==> config.mk <==
export PLATFORM = sky130hd
export DESIGN_NAME = trig_sampler
export DESIGN_NICKNAME = d
export VERILOG_FILES = /design/src/rtl/sampler_pkg.sv /design/src/rtl/sample_clk_div.sv /design/src/rtl/trig_sampler.sv
export SDC_FILE = /design/constraint.sdc
export NUM_CORES = 1
export LEC_CHECK = 0
export CAP_MARGIN = 25
export CORE_ASPECT_RATIO = 1.5
export CORE_MARGIN = 3
export CORE_UTILIZATION = 30
export CTS_CLUSTER_SIZE = 25
export DETAILED_ROUTE_END_ITERATION = 8
export PLACE_DENSITY = 0.57
export SLEW_MARGIN = 20
export SYNTH_ARGS = -nofsm -noshare
export SYNTH_HDL_FRONTEND = slang
export SYNTH_SLANG_ARGS = --single-unit
==> constraint.sdc <==
create_clock -name clk_50mhz -period 4.1 [get_ports clk_50mhz]
set_input_delay 0.615 -clock clk_50mhz [delete_from_list [all_inputs] [get_ports clk_50mhz]]
set_output_delay 0.615 -clock clk_50mhz [all_outputs]
set_load 0.01 [all_outputs]
==> src/rtl/sampler_pkg.sv <==
// Shared types and constants for the trigger sampler: acquisition states and
// edge-polarity encodings.
package sampler_pkg;

    typedef enum logic [2:0] {
        ST_IDLE      = 3'd0,
        ST_ARM       = 3'd1,
        ST_WAIT_TRIG = 3'd2,
        ST_POST      = 3'd3,
        ST_DONE      = 3'd4
    } sampler_state_t;

    localparam logic TRIG_RISING  = 1'b1;
    localparam logic TRIG_FALLING = 1'b0;

endpackage

==> src/rtl/sample_clk_div.sv <==
// Sample-rate divider: counts 0..D (D = max(clk_div,1)), drives a registered ADC
// clock that is high for the first half of the period and strobes at the count D.
module sample_clk_div #(
    parameter int DIV_W = 16
) (
    input  logic             clk_50mhz,
    input  logic             reset,
    input  logic             enable,
    input  logic [DIV_W-1:0] clk_div,
    output logic             adc_clk,
    output logic             strobe
);

    logic [DIV_W-1:0] period;
    logic [DIV_W-1:0] div_cnt;
    logic [DIV_W-1:0] cnt_next;
    logic             running;

    assign period   = (clk_div == '0) ? {{(DIV_W-1){1'b0}}, 1'b1} : clk_div;
    assign strobe   = running && (div_cnt == period);
    assign cnt_next = (running && (div_cnt != period)) ? div_cnt + 1'b1 : '0;

    // enable is the next-cycle run request, so adc_clk is already valid on the
    // first running cycle instead of lagging one clock behind div_cnt.
    always_ff @(posedge clk_50mhz or negedge reset) begin
        if (!reset) begin
            running <= 1'b0;
            div_cnt <= '0;
            adc_clk <= 1'b0;
        end else begin
            running <= enable;
            if (enable) begin
                div_cnt <= cnt_next;
                adc_clk <= (cnt_next <= (period >> 1));
            end else begin
                div_cnt <= '0;
                adc_clk <= 1'b0;
            end
        end
    end

endmodule

==> src/rtl/trig_sampler.sv <==
// Scope acquisition engine: writes ADC samples into a circular RAM with a
// programmable pre-trigger depth, level/edge trigger, forced and auto trigger.
module trig_sampler
    import sampler_pkg::*;
#(
    parameter int DATA_W     = 8,
    parameter int DEPTH_LOG2 = 8,
    parameter int DIV_W      = 16
) (
    input  logic                  clk_50mhz,
    input  logic                  reset,
    input  logic                  activate,
    input  logic [DIV_W-1:0]      clk_div,
    input  logic [DEPTH_LOG2-1:0] pretrig,
    input  logic [DATA_W-1:0]     trig_level,
    input  logic                  trig_edge,
    input  logic                  auto_trig,
    input  logic                  force_trig,
    output logic                  adc_clk,
    input  logic [DATA_W-1:0]     adc_data,
    output logic                  mem_we,
    output logic [DEPTH_LOG2-1:0] mem_addr,
    output logic [DATA_W-1:0]     mem_data,
    output logic [DEPTH_LOG2-1:0] start_addr,
    output logic [DEPTH_LOG2-1:0] trig_addr,
    output logic                  trig_src,
    output logic                  busy,
    output logic                  done,
    output logic [2:0]            state_dbg
);

    localparam logic [DEPTH_LOG2-1:0] ADDR_MAX   = '1;
    localparam logic [DEPTH_LOG2:0]   AUTO_LIMIT = {1'b1, {DEPTH_LOG2{1'b0}}};

    sampler_state_t        state, state_next;
    logic [DIV_W-1:0]      clk_div_q;
    logic [DEPTH_LOG2-1:0] pretrig_q, wr_ptr, wr_ptr_inc, post_cnt;
    logic [DATA_W-1:0]     level_q;
    logic                  edge_q, force_pend, prev_above, prev_valid;
    logic [DEPTH_LOG2:0]   wait_cnt;
    logic                  strobe, run_next, abort, above;
    logic                  rise_hit, fall_hit, edge_hit, auto_hit, trig_hit, do_write;

    assign busy      = (state == ST_ARM) || (state == ST_WAIT_TRIG) || (state == ST_POST);
    assign done      = (state == ST_DONE);
    assign state_dbg = state;
    assign run_next  = (state_next == ST_ARM) || (state_next == ST_WAIT_TRIG) ||
                       (state_next == ST_POST);

    sample_clk_div #(.DIV_W(DIV_W)) u_clk_div (
        .clk_50mhz (clk_50mhz),
        .reset     (reset),
        .enable    (run_next),
        .clk_div   (clk_div_q),
        .adc_clk   (adc_clk),
        .strobe    (strobe)
    );

    assign abort      = busy && !activate;
    assign above      = (adc_data >= level_q);
    assign rise_hit   = prev_valid && !prev_above && above;
    assign fall_hit   = prev_valid && prev_above && !above;
    assign edge_hit   = ((edge_q == TRIG_RISING) && rise_hit) ||
                        ((edge_q == TRIG_FALLING) && fall_hit);
    assign auto_hit   = auto_trig && (wait_cnt == AUTO_LIMIT);
    assign trig_hit   = (state == ST_WAIT_TRIG) && strobe && !abort &&
                        (edge_hit || force_pend || auto_hit);
    assign do_write   = strobe && !abort &&
                        ((state == ST_ARM) || (state == ST_WAIT_TRIG) ||
                         ((state == ST_POST) && (post_cnt != '0)));
    assign wr_ptr_inc = wr_ptr + 1'b1;

    always_ff @(posedge clk_50mhz or negedge reset) begin
        if (!reset) state <= ST_IDLE;
        else        state <= state_next;
    end

    // POST ends on the cycle the final write is presented, so DONE never sees mem_we.
    always_comb begin
        state_next = state;
        case (state)
            ST_IDLE:      if (activate) state_next = (pretrig == '0) ? ST_WAIT_TRIG : ST_ARM;
            ST_ARM:       if (abort) state_next = ST_IDLE;
                          else if (do_write && (wr_ptr_inc == pretrig_q)) state_next = ST_WAIT_TRIG;
            ST_WAIT_TRIG: if (abort) state_next = ST_IDLE;
                          else if (trig_hit) state_next = ST_POST;
            ST_POST:      if (abort) state_next = ST_IDLE;
                          else if (mem_we && (post_cnt == '0)) state_next = ST_DONE;
            ST_DONE:      if (!activate) state_next = ST_IDLE;
            default:      state_next = ST_IDLE;
        endcase
    end

    always_ff @(posedge clk_50mhz or negedge reset) begin
        if (!reset) begin
            mem_we     <= 1'b0;
            mem_addr   <= '0;
            mem_data   <= '0;
            start_addr <= '0;
            trig_addr  <= '0;
            trig_src   <= 1'b0;
            clk_div_q  <= '0;
            pretrig_q  <= '0;
            level_q    <= '0;
            edge_q     <= 1'b0;
            wr_ptr     <= '0;
            post_cnt   <= '0;
            wait_cnt   <= '0;
            force_pend <= 1'b0;
            prev_above <= 1'b0;
            prev_valid <= 1'b0;
        end else begin
            mem_we <= do_write;
            if (do_write) begin
                mem_addr <= wr_ptr;
                mem_data <= adc_data;
                wr_ptr   <= wr_ptr_inc;
            end
            if ((state == ST_IDLE) && activate) begin
                clk_div_q  <= clk_div;
                pretrig_q  <= pretrig;
                level_q    <= trig_level;
                edge_q     <= trig_edge;
                wr_ptr     <= '0;
                wait_cnt   <= '0;
                force_pend <= 1'b0;
                prev_above <= 1'b0;
                prev_valid <= 1'b0;
            end
            if (((state == ST_ARM) || (state == ST_WAIT_TRIG)) && force_trig)
                force_pend <= 1'b1;
            if ((state == ST_WAIT_TRIG) && do_write) begin
                prev_above <= above;
                prev_valid <= 1'b1;
                wait_cnt   <= wait_cnt + 1'b1;
            end
            if (trig_hit) begin
                trig_addr  <= wr_ptr;
                start_addr <= wr_ptr - pretrig_q;
                trig_src   <= edge_hit;
                post_cnt   <= ADDR_MAX - pretrig_q;
                force_pend <= 1'b0;
            end
            if ((state == ST_POST) && do_write)
                post_cnt <= post_cnt - 1'b1;
            if (abort) begin
                mem_addr   <= '0;
                mem_data   <= '0;
                wr_ptr     <= '0;
                start_addr <= '0;
                trig_addr  <= '0;
                trig_src   <= 1'b0;
                force_pend <= 1'b0;
            end
        end
    end

endmodule

==> results.ini, run 1 <==
[run_status]
status = completed

[clock_network]
cts_buffers = 17
htreeDepth = 4
cts_setup_buffers = 0
clkLatencyLatePin_ns = 0.42
clockBufferDepth = 2
cts_tree = yes
cts.repair.resized = 0
clkTransAtPathRegs_ns = 0.05
cts.sinks = 116
cts_root_buf = clkbuf_16
postCtsHoldBufs = 0

[detailed_routing]
avgViaCountPerCell = 4.98
detail_route.first_pass.iterations = 4
wl_met2_mm = 9.76
met3_length_um = 459
drc = 0
vias = 5394
drt_wl_total_mm = 17.7
ant_nets = 0
top_layer = met4
wl_per_cell_um = 16.3
first_iter_violations = 256
wl_met1_mm = 7.01

[placed_design]
globalplace.congestion = 0.804
placed_cells = 1051
portBuffers = 85
dp_slack_ns = 0.603
dp_hpwl_mm = 13.2

[power_and_ir_drop]
seqPwrFrac = 0.385
pwr-share-clk = 0.505
p_sw_uw = 760
p_leak_nw = 3.61
sw_frac_of_total = 0.237
power.internal_mw = 2.45
ir_worst_vdd_mv = 0.260
p_comb_frac = 0.110
powerDensity_nw_per_um2 = 386

[critical_path]
max_stage_delay_ns = 0.42
worstPathCellList = nor4_1 -> a41oi_1 -> xor2_1 -> nand2_1 -> nand2_1 -> buf_12 -> nor2_1 -> ha_1 -> a21oi_1 -> nor3_1 -> a2111oi_0 -> o21ai_0 -> nor2_1 -> o221a_2
critPathRequiredTime_ns = 4.45
worstPathArrival_ns = 3.75
crit_type = reg -> reg
critPathBufInv = 1
start_kind = register
cp-end-kind = register
cp_slowest_cell = dfrtp_1
cp_max_fo = 31
cp_top_family = compound AO/OA/AOI/OAI gates

[logic_synthesis]
synth_compound_area_frac = 0.126
synthCells = 717
synth_fp_nets = 799
synthAdderAreaFrac = 0.0699
ys_ff_latch = 116
synth.avg_cell_area_sq_um = 9.13
synthXorXnorAreaFrac = 0.0695
synthFlopType = dfrtp_1
synth_top_family_by_area = simple AND/OR/NAND/NOR gates
yosysUniqueCellTypes = 61
yosys_warnings = 0
ys_async_sr_fraction = 1.00
syn_area_sq_um = 6550
synth_mux_area_frac = 0.00459
synth-simple-area-share = 0.240
ys_seq_area_frac = 0.443
synth_edf_count = 0

[finish]
antenna_cells = 0
drive_gt1_frac = 0.102
nNetsFinal = 884
syn_to_final_growth_pct = 27.0
fin_cells = 1083

[global_routing]
grt_overflow = 0
grt_max_degree = 67
antenna_found_initial = 0
grt_pass1_wl_mm = 29.0
grt_pass1_vias = 5407
grtUsageTotal = 0.155

[sta]
hold_viol_final = 0
clock_skew_ns = 0.00921
slew_headroom = 0.407
layout_setup_ws_ns = 0.704
rsz0062_at_grt = false
slew_viol_final = 0
setup_viol = 0
finalCriticalPeriod_ns = 3.40
finalSetupTns_ns = 0
fin_crit_sh = 0.828
fmax_ghz = 0.294
tightest_slew_ns = 0.890

[job]
cap_violations = 0

[die]
row_count = 65
io-pin-count = 86
die-area_sq_um = 23700
die_x_um = 127
initial_core_util = 0.309
die_h_um = 187
core_sq_um = 21200

[hold_path]
hold_class = in -> async

cell usage after synthesis (3+ instances only):
cell / n / area [sq um]
and2_1: 6 / 37.5
nand3b_1: 3 / 22.5
ha_1: 35 / 438
or2_2: 7 / 43.8
nor4_1: 3 / 18.8
mux2i_1: 3 / 30.0
nor3_1: 34 / 170
nor2_1: 43 / 161
o21a_1: 3 / 22.5
buf_1: 4 / 15.0
xor2_1: 17 / 149
a211oi_1: 7 / 52.6
xnor2_1: 35 / 307
o31ai_1: 5 / 37.5
o21ai_2: 8 / 70.1
nor2b_1: 5 / 31.3
buf_6: 3 / 33.8
a41oi_1: 3 / 26.3
buf_2: 5 / 25.0
a21o_1: 9 / 67.6
nand3_2: 12 / 120
a31oi_1: 3 / 18.8
a21oi_1: 18 / 90.1
nand4_1: 14 / 87.6
nand2_1: 121 / 454
nand3_1: 47 / 235
dfrtp_1: 116 / 2900
o21ai_0: 51 / 255
clkbuf_1: 16 / 60.1
inv_1: 43 / 161
logic make-up after synthesis:
group,after synthesis
AO/OA/AOI/OAI,123
buffers and inverters,72
adder cells (fa/ha/maj),36
XOR/XNOR,52
AND/OR/NAND/NOR,315
flip-flops,116
multiplexers,3
layout by cell type, fill, tap and decap left out, types with 8 or more instances in the layout:
cell type | Yosys | layout
nor3_1 | 34 | 34
buf_4 | 0 | 10
nand2_1 | 121 | 121
xnor2_1 | 35 | 35
inv_1 | 43 | 43
a21oi_1 | 18 | 18
o21ai_2 | 8 | 8
nand3_1 | 47 | 47
a21o_1 | 9 | 9
nor2_1 | 43 | 43
clkdlybuf4s50_1 | 0 | 84
nand3_2 | 12 | 12
o21ai_0 | 51 | 51
xor2_1 | 17 | 17
clkbuf_16 | 0 | 17
dfrtp_1 | 116 | 116
ha_1 | 35 | 35
nand4_1 | 14 | 14
worst paths after layout:
kind                            cells past startpoint  slack, ns                    to         start
worst max-delay path                               14       0.70     u_clk_div.adc_clk  clk_div_q[1]
min in group clk_50mhz                              1       0.45           post_cnt[4]  pretrig_q[4]
max in group asynchronous                           2       2.88           mem_addr[3]         reset
worst max register to register                     14       0.70     u_clk_div.adc_clk  clk_div_q[1]
worst min-delay path                                1       0.33  u_clk_div.div_cnt[3]         reset
worst min register to register                      1       0.45           post_cnt[4]  pretrig_q[4]
cell type report:
class | instances | area [sq um]
clock buffer | 22 | 464
clock inverter | 10 | 178
fill | 2145 | 12900
inverter | 43 | 161
multi-input combinational | 529 | 3340
sequential | 116 | 2900
tap | 268 | 335
timing repair buffer | 95 | 936
through the flow:
| step | hold slack (ns) | utilization | area, sq um | power, mW |
|---|---|---|---|---|
| floorplan | 0.319 | - | 6550 | 1.46 |
| global placement | 0.441 | 0.361 | 7670 | 1.61 |
| detailed placement | 0.444 | 0.361 | 7670 | 1.61 |
| CTS | 0.361 | 0.392 | 8310 | 3.25 |
| global route | 0.396 | 0.392 | 8310 | 3.36 |
| finish | 0.332 | 0.392 | 8310 | 3.21 |
metal layers:
metal | track usage | vias to the layer above
li1 | - | 2638
met1 | 0.177 | 2633
met2 | 0.279 | 96
met3 | 0.0300 | 27
met4 | 0.0652 | 0
met5 | 0 | -
sequential cells by signal, summed over array words and instances, names as in the netlist, 3 cells and up:
name / cells
trig_addr: 8
wr_ptr: 8
pretrig_q: 8
wait_cnt: 9
post_cnt: 8
clk_div_q: 16
level_q: 8
mem_addr: 8
start_addr: 8
u_clk_div.div_cnt: 16
state_dbg: 3
mem_data: 8
power by group through the flow:
stage / Sequential, mW / Combinational [mW] / Clock, mW
after floorplan: 1.24 / 0.220 / 0
after global placement: 1.26 / 0.356 / 0
after detailed placement: 1.26 / 0.358 / 0
after CTS: 1.24 / 0.362 / 1.65
after global routing: 1.24 / 0.402 / 1.72
final: 1.24 / 0.354 / 1.62
Power figures use the tool's default switching activity.
==> run 2, diff against run 1 <==
- PLACE_DENSITY: 0.57 -> 0.58
- clock period: 4.1 -> 2.9 ns (I/O delays scaled with it)
==> results.ini, run 2 (synthesized netlist as in run 1, its figures left out) <==
[run_status]
status = finished, violations left
violations = setup timing

[finish]
antenna_cells = 0  ; unchanged
nNetsFinal = 957  ; +8.3%
syn_to_final_growth_pct = 38.2
fin_cells = 1156  ; +6.7%
final_core_util = 0.426  ; +0.0347
drive_gt1_frac = 0.212  ; +0.110
mostFrequentLayoutCells = nand2_1 (119), dfrtp_1 (116), clkdlybuf4s50_1 (84), buf_4 (75), o21ai_0 (50)
postLayoutCellArea_sq_um = 9050  ; +8.8%
reg.largest.list = clk_div_q: 16 flops, u_clk_div.div_cnt: 16 flops, wait_cnt: 9 flops
final_common_cell = nand2_1

[critical_path]
cp_max_fo = 4  ; -87%
r2r_cells = 16  ; +2
crit_type = reg -> reg
critPathRequiredTime_ns = 3.26  ; -1.19 ns
start_kind = register
cp-end-kind = register
worstPathArrival_ns = 3.33  ; -0.42 ns

[sta]
finalSetupTns_ns = -0.0717  ; -0.0717 ns
fmax_ghz = 0.337  ; +14%
slew_headroom = 0.563  ; +0.156
slew_viol_final = 0  ; unchanged
hold_viol_final = 0  ; unchanged
rsz0062_at_grt = true
setup_viol = 1  ; +1
layout_setup_ws_ns = -0.0717  ; -0.775 ns
finalCriticalPeriod_ns = 2.97  ; -0.425 ns
clock_skew_ns = 0.00824  ; -0.000973 ns
fin_crit_sh = 1.02  ; +0.196
whs_ns = 0.0354  ; -0.296 ns
tightest_slew_ns = 0.656  ; -0.234 ns

[clock_network]
clkLatencyLatePin_ns = 0.42  ; about the same
cts_tree = yes
clockBufferDepth = 2  ; unchanged
cts_buffers = 17  ; unchanged
htreeDepth = 4  ; unchanged
cts_root_buf = clkbuf_16
clkTransAtPathRegs_ns = 0.06  ; about the same
cts.sinks = 116  ; unchanged

[placed_design]
placed_cells = 1114  ; +6.0%
dp_hpwl_mm = 14.1  ; +6.6%
portBuffers = 85  ; unchanged
dp_slack_ns = -0.291  ; -0.894 ns
dpl_cell_area_sq_um = 8170  ; +6.5%
globalplace.congestion = 0.834  ; +3.7%

[detailed_routing]
vias = 5743  ; +6.5%
first_iter_violations = 215  ; -16%
ant_nets = 0  ; unchanged
avgViaCountPerCell = 4.97  ; -0.25%
drc = 0  ; unchanged
wl_per_cell_um = 16.3  ; about the same
drt_wl_total_mm = 18.9  ; +6.7%
detail_route.first_pass.iterations = 6  ; +2

[power_and_ir_drop]
powerDensity_nw_per_um2 = 485  ; +25%
p_total_mw = 4.39  ; +37%
p_leak_nw = 4.00  ; +11%
ir_worst_vdd_mv = 0.327  ; +26%

[die]
row_count = 65  ; unchanged
die_h_um = 187  ; unchanged
core_sq_um = 21200  ; unchanged
initial_core_util = 0.309  ; unchanged
die_x_um = 127  ; unchanged
io-pin-count = 86  ; unchanged
die-area_sq_um = 23700  ; unchanged

[global_routing]
grtUsageTotal = 0.164  ; +0.00909
grt_overflow = 0  ; unchanged
grt_pass1_vias = 6072  ; +12%
antenna_found_initial = 0  ; unchanged
grt_pass1_wl_mm = 31.0  ; +7.0%
grt_max_degree = 47  ; -30%

[job]
cap_violations = 0  ; unchanged

[hold_path]
hold_class = in -> async

## run 2: cell types whose count changed in the layout (fill, tap and decap cells not counted), sizes merged
cell	change
buf	+72
bufinv	-4
clkbuf	-4
inv	+4
clkinvlp	+3
clkinv	+1
nand2	+1
## run 2: cell type report
class,instances,area [sq um]
Clock buffer,18,439
Clock inverter,14,128
Fill cell,2032,12200
Inverter,43,161
Multi-Input combinational cell,530,3550
Sequential cell,116,2900
Tap cell,268,335
Timing Repair Buffer,167,1530
## run 2: repair_timing
item,4_1_cts,5_1_grt
gates cloned,1,0
resized for setup,27,15
hold buffers,0,0
endpoints found under the setup margin,1,1
pin swaps,19,10
buffers inserted,8,1
## run 2: critical path, cell delays in order, from the launching register on
cell,delay [ns]
dfrtp_1,0.41
buf_6,0.14
xnor2_2,0.15
nand4_1,0.19
nor4_4,0.33
nand2_2,0.17
nand2_4,0.12
buf_6,0.13
nor2_4,0.04
ha_4,0.24
nor2b_4,0.12
o21a_1,0.17
o21a_1,0.18
o211ai_1,0.16
a21oi_1,0.09
nor2_1,0.09
o221a_2,0.19
## run 2: routing by layer
metal,vias up,share of wire,global-route usage
met3,36,0.034,0.0300
li1,2786,-,-
met2,128,0.56,0.308
met5,-,0,0
met4,0,0.025,0.0623
met1,2793,0.38,0.180
## run 2: worst paths after layout
| check | start | end | slack [ns] |
|---|---|---|---|
| max in group asynchronous | reset | pretrig_q[3] | 2.18 |
| hold reg to reg | pretrig_q[4] | post_cnt[4] | 0.46 |
| setup reg to reg | clk_div_q[5] | u_clk_div.adc_clk | -0.07 |
| setup / recovery | clk_div_q[5] | u_clk_div.adc_clk | -0.07 |
| min in group clk_50mhz | pretrig_q[4] | post_cnt[4] | 0.46 |
| hold / removal | reset | u_clk_div.div_cnt[0] | 0.04 |
## run 2: where the power goes
group	internal, mW	leakage [nW]	total (mW)	switching [mW]
registers	1.68	1.56	1.74	0.0611
clock network	1.21	0.269	2.00	0.795
logic	0.311	2.17	0.642	0.331
